File: src/rtl/tick_divider_multi_if.sv
// tick_divider_multi_if: enable/start inputs, config write port and tick outputs of the divider.
interface tick_divider_multi_if #(
  parameter int NUM_CH = 4,
  parameter int CNT_W  = 32
);
  localparam int CH_W = NUM_CH > 1 ? $clog2(NUM_CH) : 1;
  logic [NUM_CH-1:0] en_i;
  logic [NUM_CH-1:0] start_i;
  logic              cfg_we;
  logic [CH_W-1:0]   cfg_ch;
  logic [CNT_W-1:0]  cfg_div;
  logic              cfg_mode;
  logic              cfg_err;
  logic [NUM_CH-1:0] tick_o;
  logic [NUM_CH-1:0] sq_o;
  logic [NUM_CH-1:0] done_o;
  modport master (
    output en_i, start_i, cfg_we, cfg_ch, cfg_div, cfg_mode,
    input  cfg_err, tick_o, sq_o, done_o
  );
  modport slave (
    input  en_i, start_i, cfg_we, cfg_ch, cfg_div, cfg_mode,
    output cfg_err, tick_o, sq_o, done_o
  );
endinterface

File: src/rtl/tick_divider_multi.sv
// tick_divider_multi: per-channel programmable tick/square-wave generator with periodic and one-shot modes.
module tick_divider_multi #(
  parameter int          NUM_CH  = 4,
  parameter int          CNT_W   = 32,
  parameter int unsigned DEF_DIV = 100000000
) (
  input logic clk,
  input logic rst,
  tick_divider_multi_if.slave bus
);
  localparam int CH_W = NUM_CH > 1 ? $clog2(NUM_CH) : 1;
  logic [CNT_W-1:0]  div_q [NUM_CH];
  logic [CNT_W-1:0]  div_d [NUM_CH];
  logic [CNT_W-1:0]  cnt_q [NUM_CH];
  logic [CNT_W-1:0]  cnt_d [NUM_CH];
  logic [NUM_CH-1:0] mode_q, mode_d, armed_q, armed_d, sq_q, sq_d, done_q, done_d, tick_q, tick_d;
  logic              cfg_ok, term, err_q;
  // Priority per channel: config write, then start, then terminal count.
  always_comb begin
    cfg_ok = bus.cfg_div >= CNT_W'(2) && {1'b0, bus.cfg_ch} < (CH_W+1)'(NUM_CH);
    term = 1'b0;
    for (int c = 0; c < NUM_CH; c++) begin
      div_d[c] = div_q[c];
      cnt_d[c] = cnt_q[c];
      mode_d[c] = mode_q[c];
      armed_d[c] = armed_q[c];
      sq_d[c] = sq_q[c];
      done_d[c] = done_q[c];
      tick_d[c] = 1'b0;
      term = cnt_q[c] == div_q[c] - CNT_W'(1);
      if (bus.cfg_we && cfg_ok && bus.cfg_ch == CH_W'(c)) begin
        div_d[c] = bus.cfg_div;
        mode_d[c] = bus.cfg_mode;
        cnt_d[c] = '0;
        armed_d[c] = 1'b0;
        sq_d[c] = 1'b0;
        done_d[c] = 1'b0;
      end else if (!mode_q[c]) begin
        if (bus.en_i[c]) begin
          cnt_d[c] = term ? '0 : cnt_q[c] + CNT_W'(1);
          tick_d[c] = term;
          sq_d[c] = sq_q[c] ^ term;
        end
      end else if (bus.start_i[c]) begin
        armed_d[c] = 1'b1;
        cnt_d[c] = '0;
        done_d[c] = 1'b0;
      end else if (armed_q[c] && bus.en_i[c]) begin
        cnt_d[c] = term ? '0 : cnt_q[c] + CNT_W'(1);
        tick_d[c] = term;
        armed_d[c] = !term;
        done_d[c] = term;
      end
    end
  end
  always_ff @(posedge clk) begin
    if (rst) begin
      for (int c = 0; c < NUM_CH; c++) begin
        div_q[c] <= CNT_W'(DEF_DIV);
        cnt_q[c] <= '0;
      end
      mode_q <= '0;
      armed_q <= '0;
      sq_q <= '0;
      done_q <= '0;
      tick_q <= '0;
      err_q <= 1'b0;
    end else begin
      div_q <= div_d;
      cnt_q <= cnt_d;
      mode_q <= mode_d;
      armed_q <= armed_d;
      sq_q <= sq_d;
      done_q <= done_d;
      tick_q <= tick_d;
      err_q <= bus.cfg_we && !cfg_ok;
    end
  end
  assign bus.tick_o = tick_q;
  assign bus.sq_o = sq_q;
  assign bus.done_o = done_q;
  assign bus.cfg_err = err_q;
endmodule
File: src/flat_wrapper.sv
// flat-port wrapper written by rule: the top's interface ports become plain ports
module tick_divider_multi_flat 
#(
  parameter int          NUM_CH  = 4,
  parameter int          CNT_W   = 32,
  parameter int unsigned DEF_DIV = 100000000
)
  (clk, rst, bus_en_i, bus_start_i, bus_cfg_we, bus_cfg_ch, bus_cfg_div, bus_cfg_mode, bus_cfg_err, bus_tick_o, bus_sq_o, bus_done_o);
  tick_divider_multi_if #(.NUM_CH(NUM_CH), .CNT_W(CNT_W)) bus_i ();
  input logic clk;
  input logic rst;
  input wire logic [$bits(bus_i.en_i)-1:0] bus_en_i;
  input wire logic [$bits(bus_i.start_i)-1:0] bus_start_i;
  input wire logic [$bits(bus_i.cfg_we)-1:0] bus_cfg_we;
  input wire logic [$bits(bus_i.cfg_ch)-1:0] bus_cfg_ch;
  input wire logic [$bits(bus_i.cfg_div)-1:0] bus_cfg_div;
  input wire logic [$bits(bus_i.cfg_mode)-1:0] bus_cfg_mode;
  output wire logic [$bits(bus_i.cfg_err)-1:0] bus_cfg_err;
  output wire logic [$bits(bus_i.tick_o)-1:0] bus_tick_o;
  output wire logic [$bits(bus_i.sq_o)-1:0] bus_sq_o;
  output wire logic [$bits(bus_i.done_o)-1:0] bus_done_o;
  assign bus_i.en_i = bus_en_i;
  assign bus_i.start_i = bus_start_i;
  assign bus_i.cfg_we = bus_cfg_we;
  assign bus_i.cfg_ch = bus_cfg_ch;
  assign bus_i.cfg_div = bus_cfg_div;
  assign bus_i.cfg_mode = bus_cfg_mode;
  assign bus_cfg_err = bus_i.cfg_err;
  assign bus_tick_o = bus_i.tick_o;
  assign bus_sq_o = bus_i.sq_o;
  assign bus_done_o = bus_i.done_o;
  tick_divider_multi #(.NUM_CH(NUM_CH), .CNT_W(CNT_W), .DEF_DIV(DEF_DIV)) u_core (.clk(clk), .rst(rst), .bus(bus_i));
endmodule
File: config.mk
export PLATFORM = sky130hd
export DESIGN_NAME = tick_divider_multi_flat
export DESIGN_NICKNAME = d
export VERILOG_FILES = /design/src/rtl/tick_divider_multi_if.sv /design/src/rtl/tick_divider_multi.sv /design/src/flat_wrapper.sv
export SDC_FILE = /design/constraint.sdc
export NUM_CORES = 1
export LEC_CHECK = 0
export ABC_AREA = 1
export CORE_MARGIN = 3
export CORE_UTILIZATION = 45
export DETAILED_ROUTE_END_ITERATION = 12
export GPL_TIMING_DRIVEN = 0
export PLACE_DENSITY = 0.68
export SLEW_MARGIN = 20
export SYNTH_ARGS = -nofsm -noshare
export SYNTH_HDL_FRONTEND = slang
export SYNTH_SLANG_ARGS = --single-unit
export TNS_END_PERCENT = 10
File: constraint.sdc
create_clock -name clk -period 2.6 [get_ports clk]
set_clock_uncertainty 0.1 [all_clocks]
set_input_delay 0.52 -clock clk [delete_from_list [all_inputs] [get_ports clk]]
set_output_delay 0.52 -clock clk [all_outputs]
set_load 0.01 [all_outputs]
# After elaboration in Yosys (flattened, before gate mapping)
# Cells that the tools add are included.
[totals]
reg_bits = 277
in_bits = 46
output_inout_bits = 13
[classes]
eq_ne = 11
n_mux = 52
order_cmp = 1
add_sub_neg = 8
bitwise_logic = 8
reduce_logical = 40
[ops]
columns = ["op", "count"]
rows = [
  ["32-bit 2-to-1 mux", 20],
  ["32-bit by 1-bit adder with 32-bit output (second input constant)", 4],
  ["32-bit == test", 4],
  ["32-bit by 1-bit subtractor with 32-bit output (second input constant)", 4],
  ["32-bit by 2-bit >= comparator with 1-bit output (second input constant)", 1],
  ["1-bit 2-to-1 mux", 32],
  ["2-bit AND reduction", 12],
  ["2-bit nonzero test", 8],
  ["3-bit != test (second input constant)", 4],
  ["1-bit logical AND", 10],
  ["2-bit OR reduction", 4],
  ["1-bit logical NOT", 5],
  ["2-bit == test (second input constant)", 2],
  ["1-bit NOT", 4],
  ["1-bit XOR", 4],
  ["2-bit by 1-bit == test with 1-bit output (second input constant)", 1],
  ["2-bit logical NOT", 1],
]

# Depth between registers and ports, before layout
[logic_depth]
depth_word = 6
ltp_mapped = 18
ltp_nobuf = 18

# Worst setup path before layout
# Ideal clock, no wire load.
[synth_path]
kind = "flip-flop to flip-flop"
start = "register u_core.div_q[32] (netlist name)"
end = "register u_core.cnt_q[32] (netlist name)"
slack_ns = 0.445
stages_incl_launch_ff = 17
n_path_buf = 1
synth_period_minus_slack_ns = 2.155
arrival_ns = 1.938
path_cell_list = "dfxtp_1 -> inv_1 -> ha_1 -> nand3_2 -> nor2_4 -> nand2_2 -> nor2_2 -> nand2_1 -> nand2_1 -> nand2_1 -> clkinv_1 -> nand2_1 -> nor2_2 -> nand3_4 -> buf_6 -> a21oi_2 -> nor2_1"
[synth_between]
elab_chain_cells = 6
word_cells_on_any_way = 7
[synth_rtl]
columns = ["item", "line", "source"]
rows = [
  ["start: declaration", "tick_divider_multi.sv:12", "logic [CNT_W-1:0] div_q [NUM_CH];"],
  ["start signal: indexed assignment", "tick_divider_multi.sv:59", "div_q[c] <= CNT_W'(DEF_DIV);"],
  ["start signal: assignment", "tick_divider_multi.sv:69", "div_q <= div_d;"],
  ["32-bit by 1-bit subtractor with 32-bit output *", "tick_divider_multi.sv:30", "term = cnt_q[c] == div_q[c] - CNT_W'(1);"],
  ["32-bit == test *", "tick_divider_multi.sv:30", ""],
  ["32-bit 2-to-1 mux *", "tick_divider_multi.sv:40, tick_divider_multi.sv:49", ""],
  ["32-bit 2-to-1 mux", "tick_divider_multi.sv:48", "end else if (armed_q[c] && bus.en_i[c]) begin"],
  ["32-bit 2-to-1 mux", "tick_divider_multi.sv:44", "end else if (bus.start_i[c]) begin"],
  ["32-bit 2-to-1 mux *", "tick_divider_multi.sv:38", "end else if (!mode_q[c]) begin"],
  ["end signal: assignment", "tick_divider_multi.sv:70", "cnt_q <= cnt_d;"],
  ["end: declaration", "tick_divider_multi.sv:14", "logic [CNT_W-1:0] cnt_q [NUM_CH];"],
]
# Mark *: on every way between the ends. The rest lies on a longest branch, timed or not. The select of a mux whose other input is x is not followed.
# A chain may end at the register's enable or synchronous reset.

# Worst setup path after layout
[layout_path]
start = "input port bus_cfg_div[2]"
end = "register u_core.mode_q[0]"
[layout_between]
elab_chain_cells = 3
[layout_rtl]
columns = ["item", "line", "source"]
rows = [
  ["start: declaration", "flat_wrapper.sv:16", "input wire logic [$bits(bus_i.cfg_div)-1:0] bus_cfg_div;"],
  ["32-bit by 2-bit >= comparator with 1-bit output", "tick_divider_multi.sv:20", "cfg_ok = bus.cfg_div >= CNT_W'(2) && {1'b0, bus.cfg_ch} < (CH_W+1)'(NUM_CH);"],
  ["1-bit logical AND (2 in a row)", "tick_divider_multi.sv:31", "if (bus.cfg_we && cfg_ok && bus.cfg_ch == CH_W'(c)) begin"],
  ["end signal: assignment", "tick_divider_multi.sv:71", "mode_q <= mode_d;"],
  ["end: declaration", "tick_divider_multi.sv:16", "logic [NUM_CH-1:0] mode_q, mode_d, armed_q, armed_d, sq_q, sq_d, done_q, done_d, tick_q, tick_d;"],
]
# No other way between the ends.

==> impl_results.md <==
* Post-DP HPWL at ~50000 µm
* Most common flop cell mapped by yosys: dfxtp_1
* Startpoint types: input port
* Post-Syn Area at 0.0197 mm²
* CTS Buffer Depth at 3
* Initial DRC count at 1587
* Global-route wire length before repair at 103000 µm
* Post-Syn Nets at roughly 3200
* Post-synth EDFFs at 0
* Root buffer cell: clkbuf_16
* Post-route DRC violation count at 0
* Die Footprint at approximately 0.046 mm²
* Vias in the first global route at 19500
* Clock Sinks at around 280
* Fin crit share at 99.3%
* Via density per instance at 5.33
* Total track usage at 27.0%
* Clock transition at path regs at 0.06 ns
* Initial Utilization at 45.6%
* Max_cap viols at 0
* Most frequent cells in the layout: nand2_1 (850), nor2_1 (384), inv_1 (346)
* Crit path max fanout at 10
* Avg Cell Area, Syn at 6.20 µm²
* Worst slew margin at 56.0%
* Antenna diodes at 0
* Status: finished, final reports clean
* DIE WIDTH at 215 µm
* Synthesized flop and latch total at 277
* Proportion of layout cells with a drive suffix above 1 at 7.50%
* Worst hold path class: in2reg
* Top Ports at 59
* CORE AREA at 0.0432 mm²
* Distinct cells, synth at 47
* Antenna violations before repair at 0
* Worst-margin pin slew at 0.655 ns
* Final Power at approximately 0.011 W
* Async set-reset flop share out of synthesis at 0%
* GPL Wtd Cong at 0.994
* Area growth syn-to-layout at 13.7%
* Min cycle time layout at ~2.6 ns
* Via Count at 20700
* Die H at 215 µm
* Leakage at 9.03 nW
* Crit path kind: in2reg
* CTS tree: yes
* Cell taking the most area after synthesis: dfxtp_1
* Num CTS Buffers at 31
* Sequential-to-total area share from yosys stat at 28.1%
* Area contributors post-synth: dfxtp_1 (28%), nand2_1 (16%), nor2_1 (7.7%)
* Design area at 0.0224 mm²
* Final hold vios at 0
* Most common cell after layout, fill and taps aside: nand2_1
* 1st-pass router iterations at 6
* WP data required at 2.95 ns
* Yosys warns at 0
* Setup-failing EPs final at 0
* Post-DP Area at 0.0210 mm²
* Global route overflow at 0
* Final Slew Violations at 0
* Worst setup EP type: flip-flop
* H-tree levels at 1
* VDD IR-drop max at 0.000521 V
* Worst stage delay on the critical path at 0.65 ns
* Final net count at 3339
* Final ANT Viol Nets at 0
* Site row count at 76
* RSZ-0062 raised after global routing: true
* Largest net degree at the start of global routing at 17
* Power per Cell Area at 481 mW/mm²
* Post-synthesis instance total at about 3200
* Drt total wl at 64300 µm
* Buffers on Ports at 58
* CP Data Arrival Time at 2.94 ns
* Worst path cell trace: clkdlybuf4s50_1 > nor4_1 > nand4_1 > o21a_1 > nand2_1 > clkbuf_1 > a21oi_1
* Worst path slowest cell: clkdlybuf4s50_1
* Fmax at ~390 MHz
* Cts hold-fix bufs at 0
* Later-pin clock latency in the skew report at 0.61 ns
* Area share of the largest cell type after synthesis at 28.1%
* Wire per inst at 16.5 µm
## where the power goes
group / total (W) / internal, W / switching [W]
clock: 0.00470 / 0.00277 / 0.00193
sequential: 0.00452 / 0.00436 / 0.000166
combinational: 0.00155 / 0.000520 / 0.00103
## registers in the layout, indices dropped and copies added (netlist names)
name,cells
u_core.div_q,128
u_core.bus.sq_o,4
u_core.bus.cfg_err,1
u_core.mode_q,4
u_core.bus.done_o,4
u_core.bus.tick_o,4
u_core.cnt_q,128
u_core.armed_q,4
## logic make-up (layout without fill, tap and decap cells)
family	Yosys count	count (layout)	share of synthesized area [%]
AO/OA/AOI/OAI	373	373	9.98
XOR/XNOR	240	240	10.7
adder cells (fa/ha/maj)	8	8	0.508
buffers and inverters	494	621	9.91
flip-flops	277	277	28.1
AND/OR/NAND/NOR	1788	1788	40.8
## per-layer routing
layer / GRT usage (%) / share of wire [%] / up-vias / routed length, µm
met4: 10.2 / 4.5 / 0 / 2920
met2: 45.6 / 46 / 681 / 29500
met3: 2.86 / 5.6 / 160 / 3630
met1: 35.8 / 44 / 9546 / 28200
met5: 0 / 0 / - / 0
li1: - / - / 10400 / -
## path summary, 6_finish.rpt
path / from / to / slack (ns) / cells after the start
max: bus_cfg_div[2] / u_core.mode_q[0] / 0.02 / 7
min: bus_cfg_div[20] / u_core.div_q[52] / 0.33 / 3
max reg2reg: u_core.div_q[64] / u_core.cnt_q[64] / 0.06 / 16
min reg2reg: u_core.bus.done_o[3] / u_core.bus.done_o[3] / 0.37 / 2
## critical path, delay by kind of cell
family,cells,cell delay (ns)
AOI/OAI and AO/OA,2,0.46
buffers and inverters,2,1.12
and+or+nand+nor,3,0.83
## layout make-up
type	instances	area, µm²
Fill cell	4481	20800
Buffer	124	569
Timing Repair Buffer	72	693
Inverter	370	1390
Multi-Input combinational cell	2409	12400
Clock buffer	41	843
Sequential cell	277	5550
Tap cell	585	732
Clock inverter	14	213
## synth_stat cells (8+ instances only)
master    instances
dfxtp_1         277
inv_2            17
nand3b_1         49
o211ai_1         23
nand4_1          82
inv_1           348
nand2_1         857
xor2_1          171
buf_6            11
nor4_1           24
o21ai_1          15
nand3_1         204
xnor2_1          69
nor2_1          405
o21ai_0          98
nand2_2          22
clkbuf_1        104
or2_2             8
nor2_4           13
a21oi_1         221
nor3_1           56
ha_1              8
nor2_2           33
## through the flow
stage | util [%] | std cells | setup WS [ns] | setup TNS (ns) | hold WS, ns
3_3_place_gp | 48.7 | 3823 | -0.598 | -117.58 | 0.356
3_5_place_dp | 48.7 | 3823 | -0.662 | -135.14 | 0.367
2_1_floorplan | - | 3180 | 0.445 | 0 | 0.348
4_1_cts | 51.2 | 3880 | 0.00346 | 0 | 0.377
6_report | 51.9 | 3892 | 0.0173 | 0 | 0.326
5_1_grt | 51.9 | 3892 | -0.0921 | -3.49 | 0.359
## what timing repair did
action,CTS,global route
resized for setup,8,63
buffers inserted,2,12
pin swaps,1,13
setup endpoints to repair,89,222
(Power assumes the default switching activity.)
